--- src/rtl/instr_queue.sv ---
// instr_queue: circular instruction prefetch queue feeding a registered
// current-instruction register (instr / instr_valid).
// Optional feature macro: IQ_BYPASS_EN -- when defined, a simultaneous push
// and pop on an empty queue loads read_data straight into instr instead of
// writing it to storage.
module instr_queue #(
    parameter int IW    = 32,
    parameter int DEPTH = 4
) (
    input  logic                         clk,
    input  logic                         rst_f,
    input  logic                         fill,
    input  logic [IW-1:0]                read_data,
    input  logic                         ir_load,
    input  logic                         flush,
    output logic [IW-1:0]                instr,
    output logic                         instr_valid,
    output logic [$clog2(DEPTH+1)-1:0]   count,
    output logic                         full,
    output logic                         empty,
    output logic                         overflow
);

    localparam int PW = $clog2(DEPTH);
    localparam int CW = $clog2(DEPTH + 1);

    // Storage: plain array, written without reset so it maps to RAM.
    logic [IW-1:0] mem [DEPTH];

    logic [PW-1:0] wr_ptr_reg, wr_ptr_next;
    logic [PW-1:0] rd_ptr_reg, rd_ptr_next;
    logic [CW-1:0] count_reg, count_next;
    logic [IW-1:0] instr_reg, instr_next;
    logic          instr_valid_reg, instr_valid_next;
    logic          overflow_reg, overflow_next;

    logic full_int;
    logic empty_int;
    logic bypass_hit;
    logic pop_ok;
    logic push_ok;
    logic push_drop;

    assign full_int  = (count_reg == CW'(DEPTH));
    assign empty_int = (count_reg == '0);

`ifdef IQ_BYPASS_EN
    // Empty queue with push and pop together: hand the word straight to instr.
    assign bypass_hit = fill && ir_load && empty_int;
`else
    assign bypass_hit = 1'b0;
`endif

    // A pop only consumes storage when something is stored.
    assign pop_ok    = ir_load && !empty_int;
    // When full, a push is still taken if the same-edge pop frees a slot.
    assign push_ok   = fill && (!full_int || ir_load) && !bypass_hit;
    assign push_drop = fill && full_int && !ir_load;

    // Next-state computation; flush wipes everything except the sticky overflow.
    always_comb begin
        wr_ptr_next      = wr_ptr_reg;
        rd_ptr_next      = rd_ptr_reg;
        count_next       = count_reg;
        instr_next       = instr_reg;
        instr_valid_next = instr_valid_reg;
        overflow_next    = overflow_reg;

        if (flush) begin
            wr_ptr_next      = '0;
            rd_ptr_next      = '0;
            count_next       = '0;
            instr_next       = '0;
            instr_valid_next = 1'b0;
        end else begin
            if (push_ok) begin
                wr_ptr_next = wr_ptr_reg + PW'(1);
            end
            if (push_drop) begin
                overflow_next = 1'b1;
            end

            if (pop_ok) begin
                instr_next       = mem[rd_ptr_reg];
                instr_valid_next = 1'b1;
                rd_ptr_next      = rd_ptr_reg + PW'(1);
            end else if (bypass_hit) begin
                instr_next       = read_data;
                instr_valid_next = 1'b1;
            end else if (ir_load) begin
                // Pop on an empty queue: nothing live, keep the old word.
                instr_valid_next = 1'b0;
            end

            case ({push_ok, pop_ok})
                2'b10:   count_next = count_reg + CW'(1);
                2'b01:   count_next = count_reg - CW'(1);
                default: count_next = count_reg;
            endcase
        end
    end

    // State registers with synchronous active-low reset.
    always_ff @(posedge clk) begin
        if (!rst_f) begin
            wr_ptr_reg      <= '0;
            rd_ptr_reg      <= '0;
            count_reg       <= '0;
            instr_reg       <= '0;
            instr_valid_reg <= 1'b0;
            overflow_reg    <= 1'b0;
        end else begin
            wr_ptr_reg      <= wr_ptr_next;
            rd_ptr_reg      <= rd_ptr_next;
            count_reg       <= count_next;
            instr_reg       <= instr_next;
            instr_valid_reg <= instr_valid_next;
            overflow_reg    <= overflow_next;
        end
    end

    // Storage write port; suppressed under reset and flush so nothing lands.
    always_ff @(posedge clk) begin
        if (rst_f && !flush && push_ok) begin
            mem[wr_ptr_reg] <= read_data;
        end
    end

    assign instr       = instr_reg;
    assign instr_valid = instr_valid_reg;
    assign count       = count_reg;
    assign full        = full_int;
    assign empty       = empty_int;
    assign overflow    = overflow_reg;

endmodule

--- config.mk ---
export PLATFORM = sky130hd
export DESIGN_NAME = instr_queue
export DESIGN_NICKNAME = d
export VERILOG_FILES = /design/src/rtl/instr_queue.sv
export SDC_FILE = /design/constraint.sdc
export NUM_CORES = 1
export LEC_CHECK = 0
export ABC_AREA = 1
export CAP_MARGIN = 10
export CORE_UTILIZATION = 45
export CTS_CLUSTER_SIZE = 30
export DETAILED_ROUTE_END_ITERATION = 8
export DONT_BUFFER_PORTS = 1
export REMOVE_ABC_BUFFERS = 1
export SLEW_MARGIN = 20
export SYNTH_ARGS = -nofsm -noshare
export SYNTH_HDL_FRONTEND = slang
export SYNTH_SLANG_ARGS = --single-unit
export TNS_END_PERCENT = 20
--- constraint.sdc ---
create_clock -name clk -period 6.5 [get_ports clk]
set_input_delay 1.625 -clock clk [delete_from_list [all_inputs] [get_ports clk]]
set_output_delay 1.625 -clock clk [all_outputs]
set_load 0.05 [all_outputs]
# After elaboration in Yosys (flattened, before gate mapping)

Memories as Yosys holds them, arrays and structs flattened. A register that Yosys moved wholly into a read port is not among the register bits.
Index checks and enable logic that the tools add are counted.

Reduce and logical (&&, ||, !) cells: 16
Bitwise logic cells: 2
Equality and inequality tests: 3
Multiplexer cells: 5
Add/subtract/negate cells: 4

Operators by type and width:

| kind                                                                  | number |
|---|---|
| 1-bit logical AND                                                     | 6 |
| 3-bit one-hot mux with 2 select lines                                 | 1 |
| 2-bit by 1-bit adder with 2-bit output, second input constant         | 2 |
| 1-bit zero test                                                       | 4 |
| 1-bit 2-to-1 mux                                                      | 4 |
| 2-bit nonzero test                                                    | 2 |
| 3-bit by 1-bit adder with 3-bit output, second input constant         | 1 |
| 3-bit equality test, second input constant                            | 1 |
| 3-bit zero test                                                       | 1 |
| 3-bit by 1-bit subtractor with 3-bit output, second input constant    | 1 |
| 2-bit by 1-bit equality test with 1-bit output, second input constant | 1 |
| 2-bit equality test, second input constant                            | 1 |
| 1-bit NOT                                                             | 2 |
| 2-bit AND reduction                                                   | 1 |
| 2-bit OR reduction                                                    | 1 |
| 1-bit logical OR                                                      | 1 |

Register bits: 9
Memory bits (writable): 128
Memories kept: 1
Logic and storage cells: 36
Input port bits: 37
Output and inout port bits: 39

Memory list:

| memory | depth | bits a word | read ports | clocked after memory_dff | wr ports | RTL line | text |
|---|---|---|---|---|---|---|---|
| mem    | 4     | 32          | 1          | 1                        | 1        | 28       | `logic [IW-1:0] mem [DEPTH];` |

# Longest topological paths before layout

Gate-level depths: netlist of the first run.

Depth in word-level cells: 7
Depth in mapped cells: 14
Depth with buffers taken out: 13

# Worst setup path after synthesis of the first run

No wires, ideal clock.

Path kind: input port to flip-flop
Start point: in ir_load
End point: mem mem[0][0] (enable)
Setup time: 421 ps
Path buffers: 0
Arrival time: 3,347 ps
Setup slack: 2,732 ps
Cell stages on the path: 4
Required time: 6,079 ps
Cells stage by stage: inv_2 nand3_1 nand3_1 nor2_1

Word-level cells in the longest chain between the ends: 5

RTL lines:

| item                                   | RTL line | text |
|---|---|---|
| start: declaration                     | 14       | `input logic ir_load,` |
| 1-bit logical OR                       | 57       | `assign push_ok = fill && (!full_int \|\| ir_load) && !bypass_hit;` |
| 1-bit logical AND                      | 57       |  |
| 1-bit logical AND                      | 124      | `if (rst_f && !flush && push_ok) begin` |
| 1-bit 2-to-1 mux                       | 124      |  |
| 1-bit 2-to-1 mux (not written as such) | 125      | `mem[wr_ptr_reg] <= read_data;` |
| end: declaration                       | 28       |  |

No other way between the ends.

# Final worst setup path of the first run

Start point: in rst_f
End point: mem mem[2][27] (enable)

Word-level cells in the longest chain between the ends: 4

RTL lines:

| item                                   | RTL line | text |
|---|---|---|
| start: declaration                     | 11       | `input logic rst_f,` |
| 1-bit logical AND (2 in a row)         | 124      |  |
| 1-bit 2-to-1 mux                       | 124      |  |
| 1-bit 2-to-1 mux (not written as such) | 125      |  |

No other way between the ends.

==> results.tsv, run 1 <==
stage	metric	value	unit
setup_path	cpPeakStageDelay	0.93	ns
synthesis	yosys.cell_types.count	18	
pwr	power	0.002356	W
route	drt_iter0_markers	314	
cts	clock_latency	0.42	ns
grt	grt_pass1_wl	22.10	mm
pwr	combPwrFrac	0.038	
floorplan	num_rows	45	
sta	setup_viol_count_final	0	
placed_design	gp_congestion	0.7023	
sta	min_period	3.787	ns
sta	fmax	264.1	MHz
setup_path	crit_chain	inv_2 > nor2_4 > nand3_1 > nor2_4	
setup_path	start_kind	primary input	
finish	final_util	0.5174	
route	vias	4474	
sta	worstMarginPinSlew	1.037	ns
pwr	ir_drop	0.1738	mV
cts	cts_buffers	17	
finish	area_delta_synth_final	10.94	%
floorplan	start_util	0.4663	
finish	instances_no_fill	999	
pwr	power.internal	0.001866	W
grt	antenna_found_initial	0	
cts	cts_sinks	169	
synthesis	synth_warnings	0	
setup_path	endpoint_kind	register	
route	dr.pass1.iters	4	
sta	timing.final.crit_share	0.5826	
outcome	status	finished clean	
grt	grt_pass1_vias	4474	
setup_path	crit_required	6.54	ns
setup_path	path_delay_family	simple AND/OR/NAND/NOR gates	
sta	fin_worst_skew	0.008216	ns
setup_path	cp_max_fo	41	
route	totalWireLength	13.39	mm
pwr	clockPowerShare	0.445	
sta	rsz0062_at_grt	false	
finish	fin_nets	818	
finish	final_common_cell	nand2_1	
floorplan	core_area	0.01543	mm2
sta	fin_setup_tns	0	ns
pwr	p_per_area	295.2	mW/mm2
floorplan	die-area	0.01650	mm2
min_path	hold_class	reg -> reg	
cts	cts.clk_slew.worst_paths	0.06	ns
floorplan	die_h	128.4	um
setup_path	criticalPathCategory	in -> reg	
route	drc	0	
grt	grt_usage	0.1790	
finish	multi_input_area	0.001717	mm2
finish	largest_register_ffs	128	
cts	postCtsResizedCells	0	
synthesis	synth_area_per_cell	9.177	um2
pwr	p_sw	0.0004896	W
setup_path	arrival	3.82	ns
sta	hold_violations	0	
finish	seqCellArea	0.004667	mm2
finish	final.fill_count	1423	
route	viasPerCell	4.478	
route	wl_per_cell	13.40	um
pwr	seq_power_share	0.516	
cts	ctsRootBufferMaster	clkbuf_16	
synthesis	synth_seq_cells	169	
cts	htreeDepth	4	
cts	cts_tree	built	
synthesis	synth_cells	784	
cts	clockBufferDepth	2	
placed_design	placed_cells_incl_taps	966	
synthesis	ys_seq_area_frac	0.6483	
sta	relSlewSlack	0.3071	
placed_design	io_buffers	0	
synthesis	synthesis.area	0.007194	mm2
setup_path	slowest_stage	nor2_4	
floorplan	die_x	128.4	um
finish	drive_gt1_frac	0.05838	
setup_path	crit_path_frequent_cell	nor2_4	
grt	grt_overflow	0	
sta	drv_slew	0	
floorplan	io_pins	76	
setup_path	critPathBufInv	1	
placed_design	dp_hpwl	7.433	mm
route	ant_nets	0	
pwr	p_leak	3.585	nW
cts	post-cts-setup-buffers	0	
cts	ctsHoldBuffers	0	
grt	grt_max_degree	69	
finish	layout_common_cells	nand2_1, inv_1, edfxtp_1	
flow_run	drv_cap	0	
finish	diodes	0	
pwr	swShare	0.2078	
cell type report:
| type | instances | area share |
|---|---|---|
| Inverter | 180 | 0.08481 |
| Sequential cell | 169 | 0.5847 |
| Tap cell | 211 | 0.03308 |
| Clock inverter | 9 | 0.01834 |
| Timing Repair Buffer | 4 | 0.005330 |
| Multi-Input combinational cell | 403 | 0.2151 |
| Clock buffer | 23 | 0.05863 |
cell families after synthesis:
| family | after synthesis | synth area share |
|---|---|---|
| AND/OR/NAND/NOR | 387 | 0.2153 |
| buffers and inverters | 212 | 0.1179 |
| flip-flops | 169 | 0.6483 |
| AO/OA/AOI/OAI | 10 | 0.006957 |
| adder cells (fa/ha/maj) | 6 | 0.01148 |
power by group through the flow:
stage               clock network, W  registers (W)  logic [W]
floorplan                          0        0.00124  0.0000678
detailed placement                 0        0.00124  0.0000917
global route                 0.00111        0.00122   0.000107
CTS                          0.00107        0.00122  0.0000924
finish                       0.00105        0.00122  0.0000907
global placement                   0        0.00124  0.0000898
per-stage QoR:
stage          worst slack [ns]  cell area, um2  hold slack (ns)
6_report                  2.713            7981           0.5480
5_1_grt                   2.454            7981           0.5927
2_1_floorplan             1.985            7022           0.5021
3_5_place_dp              2.172            7346           0.5440
4_1_cts                   2.619            7960           0.5520
3_3_place_gp              2.225            7346           0.5247
path summary, 6_finish.rpt:
check / startpoint / cells after the start / slack, ns / end
setup reg to reg: count[0] / 4 / 3.78 / mem[2][27]
hold / removal: wr_ptr_reg[1] / 2 / 0.55 / wr_ptr_reg[1]
hold reg to reg: wr_ptr_reg[1] / 2 / 0.55 / wr_ptr_reg[1]
setup / recovery: rst_f / 4 / 2.71 / mem[2][27]
worst register-to-register path: cells and delay by family (launching register included):
kind / cells / cell delay [ns]
and+or+nand+nor: 4 / 1.63
DFF: 1 / 0.69
Yosys cell counts:
master,count,area [um2]
clkbuf_1,9,33.78
nor3_1,1,5.000
nor2_2,2,12.51
ha_1,5,62.56
nand2_1,239,897.1
buf_4,7,52.55
o21ai_1,4,20.02
nand2_2,1,6.260
fa_1,1,20.02
buf_6,1,11.26
nor2_1,74,277.8
dfxtp_1,41,820.8
buf_2,15,75.07
inv_2,6,22.52
inv_1,174,653.1
nand3_1,70,350.3
edfxtp_1,128,3844
a21oi_1,6,30.03
per-layer routing:
| metal | vias to the layer above | track usage | part of all wire |
|---|---|---|---|
| met3 | 11 | 0.06694 | 0.074 |
| met5 | - | 0 | 0 |
| met1 | 1999 | 0.2107 | 0.43 |
| met4 | 0 | 0.05813 | 0.010 |
| met2 | 105 | 0.3027 | 0.48 |
| li1 | 2359 | - | - |
(Power assumes the default switching activity.)
==> inputs of run 2 (changes only) <==
- clock period: 6.5 -> 3.5 ns (I/O delays scaled with it)
==> results.tsv, run 2 (synthesis results as in run 1) <==
stage	metric	value	unit	change
pwr	ir_drop	0.3557	mV	was 0.1738 mV
floorplan	num_rows	45		unchanged
cts	postCtsResizedCells	0		unchanged
pwr	p_per_area	529.8	mW/mm2	was 295.2 mW/mm2
sta	worstMarginPinSlew	0.9305	ns	was 1.037 ns
sta	whs	0.5424	ns	was 0.5480 ns
min_path	hold_class	in -> reg		was reg -> reg
floorplan	die-area	0.01650	mm2	unchanged
cts	clockBufferDepth	2		unchanged
setup_path	crit_required	2.62	ns	was 6.54 ns
placed_design	gp_congestion	0.7209		was 0.7023
sta	fmax	403.3	MHz	
finish	final.fill_count	1449		was 1423
grt	grt_pass1_vias	4536		was 4474
sta	fin_worst_skew	0.004736	ns	was 0.008216 ns
cts	clock_latency	0.42	ns	about the same
setup_path	criticalPathCategory	reg -> out		was in -> reg
route	ant_nets	0		unchanged
grt	grt_overflow	0		unchanged
route	drc	0		unchanged
sta	relSlewSlack	0.3797		was 0.3071
outcome	status	finished clean		unchanged
grt	grt_pass1_wl	22.43	mm	was 22.10 mm
floorplan	start_util	0.4663		unchanged
finish	final_common_cell	nand2_1		unchanged
placed_design	io_buffers	0		unchanged
setup_path	endpoint_kind	primary output		was register
pwr	p_leak	3.565	nW	was 3.585 nW
sta	setup_viol_count_final	0		unchanged
floorplan	die_x	128.4	um	unchanged
cts	post-cts-setup-buffers	0		unchanged
setup_path	start_kind	register		was primary input
sta	drv_slew	0		unchanged
cts	ctsHoldBuffers	0		unchanged
sta	timing.final.crit_share	0.7085		
floorplan	die_h	128.4	um	unchanged
floorplan	io_pins	76		unchanged
sta	rsz0062_at_grt	false		unchanged
finish	fin_nets	822		was 818
route	drt_iter0_markers	301		was 314
grt	antenna_found_initial	0		unchanged
sta	min_period	2.480	ns	
finish	diodes	0		unchanged
route	totalWireLength	13.51	mm	was 13.39 mm
flow_run	drv_cap	0		unchanged
grt	grt_usage	0.1824		was 0.1790
grt	grt_max_degree	68		was 69
finish	area_delta_synth_final	10.40	%	was 10.94%
cts	htreeDepth	4		unchanged
route	wl_per_cell	13.48	um	was 13.40 um
route	dr.pass1.iters	4		unchanged
pwr	power	0.004208	W	was 0.002356 W
cts	cts_tree	built		unchanged
route	vias	4539		was 4474
route	viasPerCell	4.530		was 4.478
setup_path	arrival	1.60	ns	was 3.82 ns
sta	fin_setup_tns	0	ns	unchanged
placed_design	dp_hpwl	7.669	mm	was 7.433 mm
cts	ctsRootBufferMaster	clkbuf_16		unchanged
finish	largest_register_ffs	128		unchanged
finish	final_util	0.5148		was 0.5174
finish	layout_common_cells	nand2_1, inv_1, edfxtp_1		unchanged
sta	hold_violations	0		unchanged
cts	cts_buffers	17		unchanged
cts	cts_sinks	169		unchanged
setup_path	cp_max_fo	4		was 41
floorplan	core_area	0.01543	mm2	unchanged
cts	cts.clk_slew.worst_paths	0.06	ns	about the same
finish	drive_gt1_frac	0.06195		was 0.05838
==> run 2: per-layer routing <==
metal / track usage / vias up / part of all wire
met5: 0 / - / 0
met4: 0.07128 / 0 / 0.016
met3: 0.05821 / 16 / 0.070
met2: 0.3148 / 92 / 0.49
met1: 0.2112 / 2069 / 0.43
li1: - / 2362 / -
==> run 2: report_power, final <==
part / internal (W) / switching, W
clock: 0.00106 / 0.000719
combinational: 0.0000510 / 0.000121
sequential: 0.00219 / 0.0000679
total: 0.00330 / 0.000908
==> run 2: layout make-up <==
cell class,count,area (um2),share of cell area
flip-flops and latches,169,4667,0.5876
clock buffers,22,454.2,0.05718
repair buffers,8,60.06,0.007561
multi-input cells,403,1717,0.2161
clock inverters,9,103.9,0.01308
well taps,211,264.0,0.03324
inverters,180,676.9,0.08522
==> run 2: stage by stage <==
stage          instance area [um2]  std cells  setup slack, ns
5_1_grt                       7943       1002           0.9331
3_5_place_dp                  7383        971            1.014
2_1_floorplan                 7022        752          -0.2649
4_1_cts                       7941       1002           0.9971
3_3_place_gp                  7383        971            1.078
6_report                      7943       1002            1.020
==> run 2: worst paths after layout <==
path	from	end	slack, ns	cells past startpoint
worst max-delay path	count[2]	full	1.02	3
worst min-delay path	read_data[2]	mem[0][2]	0.54	0
worst max register to register	count[0]	mem[3][8]	1.13	5
worst min register to register	wr_ptr_reg[0]	wr_ptr_reg[0]	0.57	2
==> run 2: critical path, cell delays in order, from the launching register on <==
cell and delay, ns:
dfxtp_1 0.67, inv_2 0.12, nor3_1 0.17, buf_4 0.23
==> inputs of run 3 (changes only) <==
- clock period: 3.5 -> 2.25 ns (I/O delays scaled with it)
==> results.tsv, run 3 (synthesis results as in run 1) <==
stage	metric	value	unit	change
sta	setup_viol_count_final	0		unchanged
placed_design	dp_hpwl	8.364	mm	was 7.669 mm
cts	cts_tree	built		unchanged
finish	drive_gt1_frac	0.07721		was 0.06195
cts	post-cts-setup-buffers	0		unchanged
route	ant_nets	0		unchanged
outcome	status	finished clean		unchanged
finish	final_common_cell	nand2_1		unchanged
grt	grt_max_degree	68		unchanged
finish	fin_nets	833		was 822
sta	worstMarginPinSlew	0.7120	ns	was 0.9305 ns
min_path	hold_class	in -> reg		unchanged
cts	clockBufferDepth	2		unchanged
placed_design	place_area	0.007516	mm2	was 0.007383 mm2
finish	fin_area	0.008159	mm2	was 0.007943 mm2
sta	min_period	1.947	ns	
route	viasPerCell	4.575		was 4.530
sta	drv_slew	0		unchanged
cts	cts_sinks	169		unchanged
setup_path	slowest_stage	dfxtp_1		unchanged
sta	relSlewSlack	0.5253		was 0.3797
setup_path	crit_required	1.69	ns	was 2.62 ns
setup_path	criticalPathCategory	reg -> out		unchanged
placed_design	gp_congestion	0.7496		was 0.7209
cts	ctsHoldBuffers	0		unchanged
route	totalWireLength	13.77	mm	was 13.51 mm
cts	ctsRootBufferMaster	clkbuf_16		unchanged
setup_path	start_kind	register		unchanged
floorplan	die-area	0.01650	mm2	unchanged
setup_path	arrival	1.38	ns	was 1.60 ns
grt	antenna_found_initial	0		unchanged
grt	grt_overflow	0		unchanged
setup_path	critPathBufInv	2		unchanged
sta	fin_worst_skew	0.005595	ns	was 0.004736 ns
grt	grt_usage	0.1812		was 0.1824
finish	seqCellArea	0.004667	mm2	unchanged
placed_design	io_buffers	0		unchanged
setup_path	cpPeakStageDelay	0.32	ns	was 0.67 ns
finish	final_util	0.5289		was 0.5148
route	dr.pass1.iters	4		unchanged
setup_path	crit_chain	buf_4 > nor3_1 > buf_4		was inv_2 > nor3_1 > buf_4
finish	area_delta_synth_final	13.41	%	was 10.40%
finish	multi_input_area	0.001717	mm2	unchanged
grt	grt_pass1_vias	4382		was 4536
route	drt_iter0_markers	243		was 301
route	drc	0		unchanged
finish	largest_register_ffs	128		unchanged
setup_path	crit_path_frequent_cell	buf_4		
cts	htreeDepth	4		unchanged
sta	timing.final.crit_share	0.8654		
floorplan	num_rows	45		unchanged
cts	clock_latency	0.42	ns	about the same
floorplan	io_pins	76		unchanged
setup_path	cp_max_fo	3		was 4
floorplan	die_x	128.4	um	unchanged
cts	cts.clk_slew.worst_paths	0.06	ns	about the same
sta	hold_violations	0		unchanged
route	vias	4639		was 4539
setup_path	regToRegSetupSlack	0.37	ns	was 1.13 ns
setup_path	path_delay_family	buffers and inverters		was flip-flops
pwr	ir_drop	0.5531	mV	was 0.3557 mV
floorplan	die_h	128.4	um	unchanged
cts	postCtsResizedCells	0		unchanged
pwr	p_leak	3.686	nW	was 3.565 nW
sta	fmax	513.6	MHz	
floorplan	core_area	0.01543	mm2	unchanged
route	wl_per_cell	13.58	um	was 13.48 um
finish	diodes	0		unchanged
pwr	p_per_area	851.6	mW/mm2	was 529.8 mW/mm2
finish	layout_common_cells	nand2_1, inv_1, edfxtp_1		unchanged
finish	final.fill_count	1422		was 1449
sta	rsz0062_at_grt	false		unchanged
flow_run	drv_cap	0		unchanged
grt	grt_pass1_wl	22.42	mm	was 22.43 mm
cts	cts_buffers	17		unchanged
setup_path	endpoint_kind	primary output		unchanged
floorplan	start_util	0.4663		unchanged
## run 3: cell types whose count changed in the layout (fill, tap and decap cells not counted), sizes merged
cell      before  now
buf            8   19
inv          179  181
clkinvlp       4    1
clkbuf        22   20
bufinv         2    5
clkinv         4    5
## run 3: metrics by stage
| step | total power (W) | setup slack (ns) | hold slack, ns | TNS, ns | std cells |
|---|---|---|---|---|---|
| floorplan | 0.003776 | -1.202 | 0.5021 | -165.33 | 752 |
| global placement | 0.003857 | 0.2151 | 0.5353 | 0 | 982 |
| detailed placement | 0.003862 | 0.1636 | 0.5684 | 0 | 982 |
| CTS | 0.007003 | 0.2714 | 0.2163 | 0 | 1014 |
| global route | 0.007166 | 0.1471 | 0.2114 | 0 | 1014 |
| finish | 0.006948 | 0.3029 | 0.2329 | 0 | 1014 |
## run 3: layout make-up
class | count | share of cell area
clock inverters | 12 | 0.02408
repair buffers | 19 | 0.02362
multi-input cells | 403 | 0.2104
well taps | 211 | 0.03236
inverters | 180 | 0.08281
clock buffers | 20 | 0.05475
flip-flops and latches | 169 | 0.5720
## run 3: final timing paths
check	depth (start not counted)	to	start
min	0	mem[0][1]	read_data[1]
min reg2reg	2	wr_ptr_reg[0]	wr_ptr_reg[0]
max reg2reg	5	mem[1][12]	count[0]
max	3	full	count[0]
## run 3: layer usage
metal | wire length [um] | GRT usage | vias to the layer above
li1 | - | - | 2388
met1 | 6067 | 0.2273 | 2136
met2 | 6588 | 0.2944 | 98
met3 | 915 | 0.05946 | 17
met4 | 199 | 0.06367 | 0
met5 | 0 | 0 | -
## run 3: power breakdown
group / total (W) / switching (W) / internal, W / leakage (nW)
logic: 0.000293 / 0.000204 / 0.0000889 / 1.89
clock network: 0.00316 / 0.00116 / 0.00200 / 0.310
registers: 0.00350 / 0.0000943 / 0.00341 / 1.49
total: 0.00695 / 0.00146 / 0.00549 / 3.69
